File: src/rtl/vga_pkg.sv
// Shared VGA definitions: 640x480@60 timing, colour codes and the game-state encoding
// used by this block and the object renderers.
package vga_pkg;

  localparam int unsigned H_DISPLAY = 640;
  localparam int unsigned H_FRONT   = 16;
  localparam int unsigned H_SYNC    = 96;
  localparam int unsigned H_BACK    = 48;
  localparam int unsigned V_DISPLAY = 480;
  localparam int unsigned V_FRONT   = 10;
  localparam int unsigned V_SYNC    = 2;
  localparam int unsigned V_BACK    = 33;
  localparam int unsigned CLK_DIV   = 2;
  localparam bit          SYNC_ACTIVE = 1'b0;

  localparam int unsigned H_TOTAL = H_DISPLAY + H_FRONT + H_SYNC + H_BACK;
  localparam int unsigned V_TOTAL = V_DISPLAY + V_FRONT + V_SYNC + V_BACK;

  localparam int unsigned COORD_W = 10;
  localparam int unsigned RGB_W   = 3;

  localparam logic [RGB_W-1:0] BLACK = 3'b000;
  localparam logic [RGB_W-1:0] WHITE = 3'b111;

  typedef enum logic [1:0] {
    INIT = 2'd0,
    GAME = 2'd1,
    WAIT = 2'd2
  } game_state_e;

endpackage

File: src/rtl/vga_scan_gen_if.sv
// Scan/pixel bus between the timing generator (master) and renderers plus connector (slave).
interface vga_scan_gen_if;
  import vga_pkg::*;

  logic [RGB_W-1:0]   rgb_in;
  logic [COORD_W-1:0] x;
  logic [COORD_W-1:0] y;
  logic               video_on;
  logic               pixel_tick;
  logic               frame_tick;
  logic               hsync;
  logic               vsync;
  logic [RGB_W-1:0]   rgb;

  modport master (
    input  rgb_in,
    output x, y, video_on, pixel_tick, frame_tick, hsync, vsync, rgb
  );

  modport slave (
    output rgb_in,
    input  x, y, video_on, pixel_tick, frame_tick, hsync, vsync, rgb
  );

endinterface

File: src/rtl/vga_axis_counter.sv
// One raster axis: wrapping position counter with sync-window and active-area decode.
module vga_axis_counter
  import vga_pkg::*;
#(
  parameter int unsigned TOTAL      = H_TOTAL,
  parameter int unsigned DISPLAY    = H_DISPLAY,
  parameter int unsigned SYNC_START = H_DISPLAY + H_FRONT,
  parameter int unsigned SYNC_END   = H_DISPLAY + H_FRONT + H_SYNC - 1
) (
  input  logic               clk,
  input  logic               rst,
  input  logic               en,
  output logic [COORD_W-1:0] count,
  output logic               wrap_c,
  output logic               last_nxt_c,
  output logic               sync_c,
  output logic               active_c
);

  logic [COORD_W-1:0] count_q, count_d;
  logic               at_max;

  always_comb begin
    at_max  = (count_q == COORD_W'(TOTAL - 1));
    count_d = count_q;
    if (en) begin
      count_d = at_max ? '0 : count_q + COORD_W'(1);
    end
  end

  always_ff @(posedge clk or posedge rst) begin
    if (rst) count_q <= '0;
    else     count_q <= count_d;
  end

  assign count      = count_q;
  assign wrap_c     = en && at_max;
  // Look-ahead so a registered pulse can line up with the position it marks.
  assign last_nxt_c = (count_d == COORD_W'(TOTAL - 1));
  assign sync_c     = (count_q >= COORD_W'(SYNC_START)) && (count_q <= COORD_W'(SYNC_END));
  assign active_c   = (count_q < COORD_W'(DISPLAY));

endmodule

File: src/rtl/vga_scan_gen.sv
// VGA raster timing generator and registered pixel-output stage.
// Optional build macro VGA_BORDER_TEST_EN paints a white frame around the visible area.
module vga_scan_gen #(
  parameter int unsigned H_DISPLAY   = vga_pkg::H_DISPLAY,
  parameter int unsigned H_FRONT     = vga_pkg::H_FRONT,
  parameter int unsigned H_SYNC      = vga_pkg::H_SYNC,
  parameter int unsigned H_BACK      = vga_pkg::H_BACK,
  parameter int unsigned V_DISPLAY   = vga_pkg::V_DISPLAY,
  parameter int unsigned V_FRONT     = vga_pkg::V_FRONT,
  parameter int unsigned V_SYNC      = vga_pkg::V_SYNC,
  parameter int unsigned V_BACK      = vga_pkg::V_BACK,
  parameter int unsigned CLK_DIV     = vga_pkg::CLK_DIV,
  parameter bit          SYNC_ACTIVE = vga_pkg::SYNC_ACTIVE
) (
  input  logic           clk,
  input  logic           reset,
  vga_scan_gen_if.master bus
);
  import vga_pkg::*;

  localparam int unsigned H_TOTAL = H_DISPLAY + H_FRONT + H_SYNC + H_BACK;
  localparam int unsigned V_TOTAL = V_DISPLAY + V_FRONT + V_SYNC + V_BACK;
  localparam int unsigned DIV_W   = (CLK_DIV > 1) ? $clog2(CLK_DIV) : 1;

  logic [DIV_W-1:0]   div_q, div_d;
  logic               pixel_tick_q, pixel_tick_d;
  logic               frame_tick_q, frame_tick_d;
  logic               hsync_q, hsync_d;
  logic               vsync_q, vsync_d;
  logic [RGB_W-1:0]   rgb_q, rgb_d;

  logic [COORD_W-1:0] h_count, v_count;
  logic               h_wrap, h_last_nxt, hs_raw, h_active;
  logic               v_wrap_unused, v_last_nxt, vs_raw, v_active;
  logic               video_on;

  vga_axis_counter #(
    .TOTAL(H_TOTAL), .DISPLAY(H_DISPLAY),
    .SYNC_START(H_DISPLAY + H_FRONT), .SYNC_END(H_DISPLAY + H_FRONT + H_SYNC - 1)
  ) u_h_axis (
    .clk(clk), .rst(reset), .en(pixel_tick_q), .count(h_count), .wrap_c(h_wrap),
    .last_nxt_c(h_last_nxt), .sync_c(hs_raw), .active_c(h_active)
  );

  vga_axis_counter #(
    .TOTAL(V_TOTAL), .DISPLAY(V_DISPLAY),
    .SYNC_START(V_DISPLAY + V_FRONT), .SYNC_END(V_DISPLAY + V_FRONT + V_SYNC - 1)
  ) u_v_axis (
    .clk(clk), .rst(reset), .en(h_wrap), .count(v_count), .wrap_c(v_wrap_unused),
    .last_nxt_c(v_last_nxt), .sync_c(vs_raw), .active_c(v_active)
  );

  assign video_on = h_active && v_active;

`ifdef VGA_BORDER_TEST_EN
  logic border;
  assign border = (h_count == '0) || (h_count == COORD_W'(H_DISPLAY - 1)) ||
                  (v_count == '0) || (v_count == COORD_W'(V_DISPLAY - 1));
`endif

  // Divider, tick generation and the pixel-late output stage.
  always_comb begin
    div_d        = (div_q == DIV_W'(CLK_DIV - 1)) ? '0 : div_q + DIV_W'(1);
    pixel_tick_d = (div_d == DIV_W'(CLK_DIV - 1));
    frame_tick_d = pixel_tick_d && h_last_nxt && v_last_nxt;
    hsync_d      = hsync_q;
    vsync_d      = vsync_q;
    rgb_d        = rgb_q;
    if (pixel_tick_q) begin
      hsync_d = hs_raw ? SYNC_ACTIVE : ~SYNC_ACTIVE;
      vsync_d = vs_raw ? SYNC_ACTIVE : ~SYNC_ACTIVE;
      rgb_d   = video_on ? bus.rgb_in : BLACK;
`ifdef VGA_BORDER_TEST_EN
      if (video_on && border) rgb_d = WHITE;
`endif
    end
  end

  always_ff @(posedge clk or posedge reset) begin
    if (reset) begin
      div_q        <= '0;
      pixel_tick_q <= 1'b0;
      frame_tick_q <= 1'b0;
      hsync_q      <= ~SYNC_ACTIVE;
      vsync_q      <= ~SYNC_ACTIVE;
      rgb_q        <= BLACK;
    end else begin
      div_q        <= div_d;
      pixel_tick_q <= pixel_tick_d;
      frame_tick_q <= frame_tick_d;
      hsync_q      <= hsync_d;
      vsync_q      <= vsync_d;
      rgb_q        <= rgb_d;
    end
  end

  assign bus.x          = h_count;
  assign bus.y          = v_count;
  assign bus.video_on   = video_on;
  assign bus.pixel_tick = pixel_tick_q;
  assign bus.frame_tick = frame_tick_q;
  assign bus.hsync      = hsync_q;
  assign bus.vsync      = vsync_q;
  assign bus.rgb        = rgb_q;

endmodule

File: src/flat_wrapper.sv
// flat-port wrapper written by rule: the top's interface ports become plain ports
module vga_scan_gen_flat import vga_pkg::*;
#(
  parameter int unsigned H_DISPLAY   = vga_pkg::H_DISPLAY,
  parameter int unsigned H_FRONT     = vga_pkg::H_FRONT,
  parameter int unsigned H_SYNC      = vga_pkg::H_SYNC,
  parameter int unsigned H_BACK      = vga_pkg::H_BACK,
  parameter int unsigned V_DISPLAY   = vga_pkg::V_DISPLAY,
  parameter int unsigned V_FRONT     = vga_pkg::V_FRONT,
  parameter int unsigned V_SYNC      = vga_pkg::V_SYNC,
  parameter int unsigned V_BACK      = vga_pkg::V_BACK,
  parameter int unsigned CLK_DIV     = vga_pkg::CLK_DIV,
  parameter bit          SYNC_ACTIVE = vga_pkg::SYNC_ACTIVE
)
  (clk, reset, bus_rgb_in, bus_x, bus_y, bus_video_on, bus_pixel_tick, bus_frame_tick, bus_hsync, bus_vsync, bus_rgb);
  vga_scan_gen_if bus_i ();
  input  logic clk;
  input  logic reset;
  input wire logic [$bits(bus_i.rgb_in)-1:0] bus_rgb_in;
  output wire logic [$bits(bus_i.x)-1:0] bus_x;
  output wire logic [$bits(bus_i.y)-1:0] bus_y;
  output wire logic [$bits(bus_i.video_on)-1:0] bus_video_on;
  output wire logic [$bits(bus_i.pixel_tick)-1:0] bus_pixel_tick;
  output wire logic [$bits(bus_i.frame_tick)-1:0] bus_frame_tick;
  output wire logic [$bits(bus_i.hsync)-1:0] bus_hsync;
  output wire logic [$bits(bus_i.vsync)-1:0] bus_vsync;
  output wire logic [$bits(bus_i.rgb)-1:0] bus_rgb;
  assign bus_i.rgb_in = bus_rgb_in;
  assign bus_x = bus_i.x;
  assign bus_y = bus_i.y;
  assign bus_video_on = bus_i.video_on;
  assign bus_pixel_tick = bus_i.pixel_tick;
  assign bus_frame_tick = bus_i.frame_tick;
  assign bus_hsync = bus_i.hsync;
  assign bus_vsync = bus_i.vsync;
  assign bus_rgb = bus_i.rgb;
  vga_scan_gen #(.H_DISPLAY(H_DISPLAY), .H_FRONT(H_FRONT), .H_SYNC(H_SYNC), .H_BACK(H_BACK), .V_DISPLAY(V_DISPLAY), .V_FRONT(V_FRONT), .V_SYNC(V_SYNC), .V_BACK(V_BACK), .CLK_DIV(CLK_DIV), .SYNC_ACTIVE(SYNC_ACTIVE)) u_core (.clk(clk), .reset(reset), .bus(bus_i));
endmodule
File: config.mk
export PLATFORM = sky130hd
export DESIGN_NAME = vga_scan_gen_flat
export DESIGN_NICKNAME = d
export VERILOG_FILES = /design/src/rtl/vga_pkg.sv /design/src/rtl/vga_scan_gen_if.sv /design/src/rtl/vga_axis_counter.sv /design/src/rtl/vga_scan_gen.sv /design/src/flat_wrapper.sv
export SDC_FILE = /design/constraint.sdc
export NUM_CORES = 1
export LEC_CHECK = 0
export CAP_MARGIN = 25
export CORE_UTILIZATION = 35
export DETAILED_ROUTE_END_ITERATION = 10
export PLACE_DENSITY = 0.57
export SYNTH_ARGS = -nofsm -noshare
export SYNTH_HDL_FRONTEND = slang
export SYNTH_HIERARCHICAL = 1
export SYNTH_SLANG_ARGS = --single-unit
File: constraint.sdc
create_clock -name clk -period 3.35 [get_ports clk]
set_input_delay 0.5025 -clock clk [delete_from_list [all_inputs] [get_ports clk]]
set_output_delay 0.5025 -clock clk [all_outputs]
set_load 0.03 [all_outputs]
# == Word-level counts from Yosys, hierarchy flattened ==
# Index checks and enable logic that the tools add are counted.
# totals
regBits,27
in_bits,5
out_inout_bits,28
word_cells,34
# op_classes
addsub,3
n_lt_le_gt_ge,6
eq_ne,4
n_mux,8
n_reduce_logical,6
# op_table
op,count
$eq 10x10->1 const B,4
$mux 10,4
$add 10x1->10 const B,2
$ge 10x10->1 const B,1
$ge 10x9->1 const B,1
$le 10x10->1 const B,1
$le 10x9->1 const B,1
$lt 10x10->1 const B,1
$lt 10x9->1 const B,1
$logic_and 1x1->1,6
$mux 1,3
$mux 3,1
$add 1x1->1 const B,1

# == Logic depth before layout (Yosys ltp) ==
# depth
depth_word,6
ltp_mapped,10
ltp_nobuf,8

# == Modules after synthesis ==
# Netlist, hierarchy kept.
# modules_own_cells
module,instances,cells_each,area_per_inst_um2,seq_area_each_um2
vga_axis_counter (u_core.u_v_axis),1,73,693.2,250.2
vga_axis_counter (u_core.u_h_axis),1,69,644.4,250.2
vga_scan_gen,1,22,256.5,177.7

# == Worst setup path after synthesis ==
# OpenSTA, ideal clock, no wires.
# synth_path
path_kind,register to register
from,register u_core.u_h_axis.count_q[0] (netlist: u_core/u_h_axis/count[0])
to,register u_core.frame_tick_q (netlist: u_core/bus.frame_tick)
setup_time_ps,120
t_arrival_ps,2470
path_slack_ps,760
stages_incl_launch_ff,10
n_path_buf,1
synth_period_minus_slack_ps,2590
path_cell_list,dfrtp_1 ha_1 nand2_1 nor3_1 buf_6 nand4_4 o31a_1 a31oi_1 nor4_2 and3_1
# synth_via
elab_cells_between_ends,10
cone_classes,add/sub (1); eq/ne (3); mux (3); reduce/logical (3)
# synth_lines
item,line,rtl
"start, declared",vga_axis_counter.sv:20,"logic [COORD_W-1:0] count_q, count_d;"
"start signal, assigned",vga_axis_counter.sv:33,else count_q <= count_d;
$eq 10x10->1,vga_axis_counter.sv:24,at_max = (count_q == COORD_W'(TOTAL - 1));
$logic_and 1x1->1,vga_axis_counter.sv:37,assign wrap_c = en && at_max;
net u_core.h_wrap,vga_scan_gen.sv:33,"logic h_wrap, h_last_nxt, hs_raw, h_active;"
$mux 10,vga_axis_counter.sv:26,if (en) begin
$eq 10x10->1,vga_axis_counter.sv:39,assign last_nxt_c = (count_d == COORD_W'(TOTAL - 1));
net u_core.v_last_nxt,vga_scan_gen.sv:34,"logic v_wrap_unused, v_last_nxt, vs_raw, v_active;"
$logic_and 1x1->1,vga_scan_gen.sv:65,frame_tick_d = pixel_tick_d && h_last_nxt && v_last_nxt;
net u_core.frame_tick_d,vga_scan_gen.sv:27,"logic frame_tick_q, frame_tick_d;"
"end signal, assigned",vga_scan_gen.sv:90,frame_tick_q <= frame_tick_d;
"end, declared",vga_scan_gen.sv:27,
# The timed path passes the listed nets, and every way through them passes these cells.
# A chain may end at the register's enable or synchronous reset.

# == Final worst setup path ==
# layout_path
from,register u_core.u_v_axis.count_q[6] (netlist: u_core/u_v_axis/count[6])
to,output port bus_video_on
# layout_via
elab_chain_len,2
# layout_rtl
item,line,rtl
"start, declared",vga_axis_counter.sv:20,
"start signal, assigned",vga_axis_counter.sv:33,
$lt 10x9->1,vga_axis_counter.sv:41,assign active_c = (count_q < COORD_W'(DISPLAY));
net u_core.v_active,vga_scan_gen.sv:34,
$logic_and 1x1->1,vga_scan_gen.sv:53,assign video_on = h_active && v_active;
"end, declared",flat_wrapper.sv:22,output wire logic [$bits(bus_i.video_on)-1:0] bus_video_on;
# The timed path passes the listed nets, and every way through them passes these cells.

==> run_results.csv <==
group,metric,value,unit
global_route,busiest_layer,"met1",
routing,drt_iter0_drc,126,
critical_path,critPathRequiredTime,2.85,ns
global_route,grt_pass1_wl,6.451,mm
timing,setup_ws,0.8666,ns
final_layout,drive_gt1_frac,0.09278,
timing,setup_tns,0,ns
synth,synthTopCellsByArea,"dfrtp_1 39%, xnor2_1 4.9%, xor2_1 4.9%",
final_layout,diodes,0,
place,place_area,1933,um2
min_path,hold_path_class,"register to register",
min_path,holdPathStages,2,
pwr,combPwrFrac,0.040,
clock_tree,worstSkewPairLatency,0.28,ns
place,place_ws,0.9572,ns
synth,ys_seq_elements,27,
final_layout,syn_to_final_growth,24.10,%
critical_path,cp.arrival,1.98,ns
final_layout,fin_util,0.4543,
critical_path,crit_fanout,7,
timing,rsz0062_at_grt,"false",
synth,postSynth.asyncResetShare,1.000,
timing,finalSetupViolations,0,
routing,vias_per_cell,5.341,
synth,synth-main-ff-cell,"dfrtp_1",
floorplanning,initial_core_util,0.3661,
synth,synth_edf_count,0,
pwr,swShare,0.2164,
synth,synthTopCellsByCount,"25 x dfrtp_1, 14 x nor2_1, 12 x inv_1",
synth,synth_cells,164,
outcome,outcome,"complete, no violations",
pwr,p_switching,0.0001164,W
final_layout,fillers,410,
clock_tree,cts-resized-gates,0,
synth,seq_area_frac_synth,0.4254,
clock_tree,holdBufCountCts,0,
pwr,p_leak,0.8538,nW
clock_tree,numCtsBuffers,3,
pwr,pwr-share-seq,0.611,
timing,worst-slew-pin-transition,0.4936,ns
critical_path,worstSetupPathType,"register to output port",
clock_tree,clock_path_buffers,2,
critical_path,ff2ff_setup_slack,0.93,ns
pwr,clkPwrFrac,0.349,
global_route,overflow,0,
routing,wire_per_inst,15.13,um
floorplanning,die_x,69.49,um
critical_path,rr_worst_depth,8,
floorplanning,die_h,69.49,um
global_route,antenna_found_initial,0,
global_route,use_met2,0.2438,
routing,vias,1314,
global_route,met3_usage,0.02907,
pwr,p_int,0.0004212,W
global_route,grtUsageMet1,0.2456,
clock_tree,htreeDepth,1,
routing,antenna_left,0,
synth,syn_area_per_cell,9.720,um2
timing,hold_viol,0,
floorplanning,rows,24,
final_layout,final_area,1978,um2
pwr,p_per_area,271.8,nW/um2
synth,synthesis.nets,173,
timing,fin_crit_sh,0.7413,
clock_tree,cts_tree,"done",
floorplanning,dieArea,4828,um2
synth,syn_area,1594,um2
place,io_buffers,32,
floorplanning,core_region_area,4354,um2
synth,synth-warning-count,6,
clock_tree,cts.sinks,27,
timing,whs,0.4854,ns
synth,yosysMostFrequentCell,"dfrtp_1",
global_route,grt_usage,0.1656,
synth,synth_top_area_frac,0.3925,
routing,drt_pre_antenna_iters,4,
pwr,ir_worst_vdd,0.0001258,V
floorplanning,pin_count,33,
synth,yosys.area.top_type,"dfrtp_1",
timing,slew_headroom,0.6684,
global_route,grt_pass1_vias,1289,
timing,drv_slew,0,
place,hpwl,2.704,mm
clock_tree,clk_pin_slew,0.09,ns
critical_path,cp-end-kind,"output port",
clock_tree,clockRootBuffer,"clkbuf_8",
job,maxCapViolCount,0,
global_route,grt_max_degree,15,
timing,clock.fmax,402.7,MHz
timing,fin_crit,2.483,ns
critical_path,start_kind,"register",
final_layout,finalNetCount,204,
synth,yosysUniqueCellTypes,46,
routing,totalWireLength,3.721,mm
clock_tree,post-cts-setup-buffer-count,0,
place,gp_congestion,0.8509,
routing,drc,0,
timing,fin_skew,0.009607,ns
[final timing paths]
check                                                    from                                  to
setup / recovery           u_core/u_v_axis/count[6]$_DFF_PP0_                        bus_video_on
setup reg to reg           u_core/u_h_axis/count[0]$_DFF_PP0_     u_core/bus.frame_tick$_DFF_PP0_
hold / removal                   u_core/bus.vsync$_DFFE_PP1P_        u_core/bus.vsync$_DFFE_PP1P_
min in group asynchronous                               reset     u_core/bus.pixel_tick$_DFF_PP0_
hold reg to reg                  u_core/bus.vsync$_DFFE_PP1P_        u_core/bus.vsync$_DFFE_PP1P_
max in group asynchronous                               reset  u_core/u_v_axis/count[0]$_DFF_PP0_
[cells in the final DEF (no fill, tap or decap), types with 2 or more instances in the layout]
master           instances
dfrtp_1                 25
and4_1                   2
nor4_2                   2
o21ai_0                  6
xor2_1                   9
a31oi_1                  3
a21oi_1                  3
clkdlybuf4s50_1         32
clkbuf_8                 3
o2bb2ai_1                3
buf_4                    2
nand2b_1                 2
ha_1                     4
nand4_1                  5
nand2_1                 11
nor2b_1                  2
mux2i_1                  2
inv_1                   12
and2b_2                  2
or4b_1                   2
xnor2_1                  9
nor3_1                   9
nand3_1                  7
dfstp_2                  2
nor2_1                  14
[layout make-up]
class                           count  area [um2]  share of cell area
Multi-Input combinational cell    116       805.8              0.4073
Sequential cell                    27       678.2              0.3428
Timing Repair Buffer               34       335.3              0.1695
Tap cell                           52       65.06             0.03289
Inverter                           13       48.80             0.02467
Clock buffer                        4       45.04             0.02277
[registers in the layout, summed over array words and instances, names as in the netlist]
register               cells
u_core/bus.hsync           1
u_core/u_h_axis/count     10
u_core/bus.rgb             3
u_core/bus.pixel_tick      1
u_core/bus.frame_tick      1
u_core/u_v_axis/count     10
u_core/bus.vsync           1
[routing by layer]
metal | share of wire | vias to the layer above | routed length [um]
met5 | 0 | - | 0
met4 | 0.012 | 0 | 46
met3 | 0.047 | 6 | 175
met2 | 0.43 | 43 | 1610
met1 | 0.51 | 628 | 1887
li1 | - | 637 | -
[power by group through the flow]
stage	sequential, W	combinational [W]	clock [W]
2_1_floorplan	0.000339	0.00000664	0
3_3_place_gp	0.000335	0.0000215	0
3_5_place_dp	0.000335	0.0000218	0
4_1_cts	0.000329	0.0000219	0.000195
5_1_grt	0.000329	0.0000241	0.000215
6_report	0.000329	0.0000212	0.000188
[worst max-delay path, stage by stage (launching register included)]
cell and delay [ns]:
dfrtp_1 0.49, nand4_1 0.20, nor2b_1 0.18, nand2_1 0.12, inv_1 0.07, clkdlybuf4s50_1 0.65
[stage by stage]
step | cells | power (W)
after floorplan | 164 | 0.0003453
after global placement | 242 | 0.0003564
after detailed placement | 242 | 0.0003568
after CTS | 246 | 0.0005451
after global routing | 246 | 0.0005682
final | 246 | 0.0005376
[cell families (layout without fill, tap and decap cells)]
kind of cell / count (synthesis) / in the layout / share of synthesized area
multiplexers: 2 / 2 / 0.01256
XOR/XNOR: 18 / 18 / 0.09891
buffers and inverters: 21 / 51 / 0.06906
AO/OA/AOI/OAI: 25 / 25 / 0.1091
adder cells (fa/ha/maj): 4 / 4 / 0.03140
flip-flops: 27 / 27 / 0.4254
AND/OR/NAND/NOR: 67 / 67 / 0.2535
Note: power is estimated with default switching activity, not from simulation.
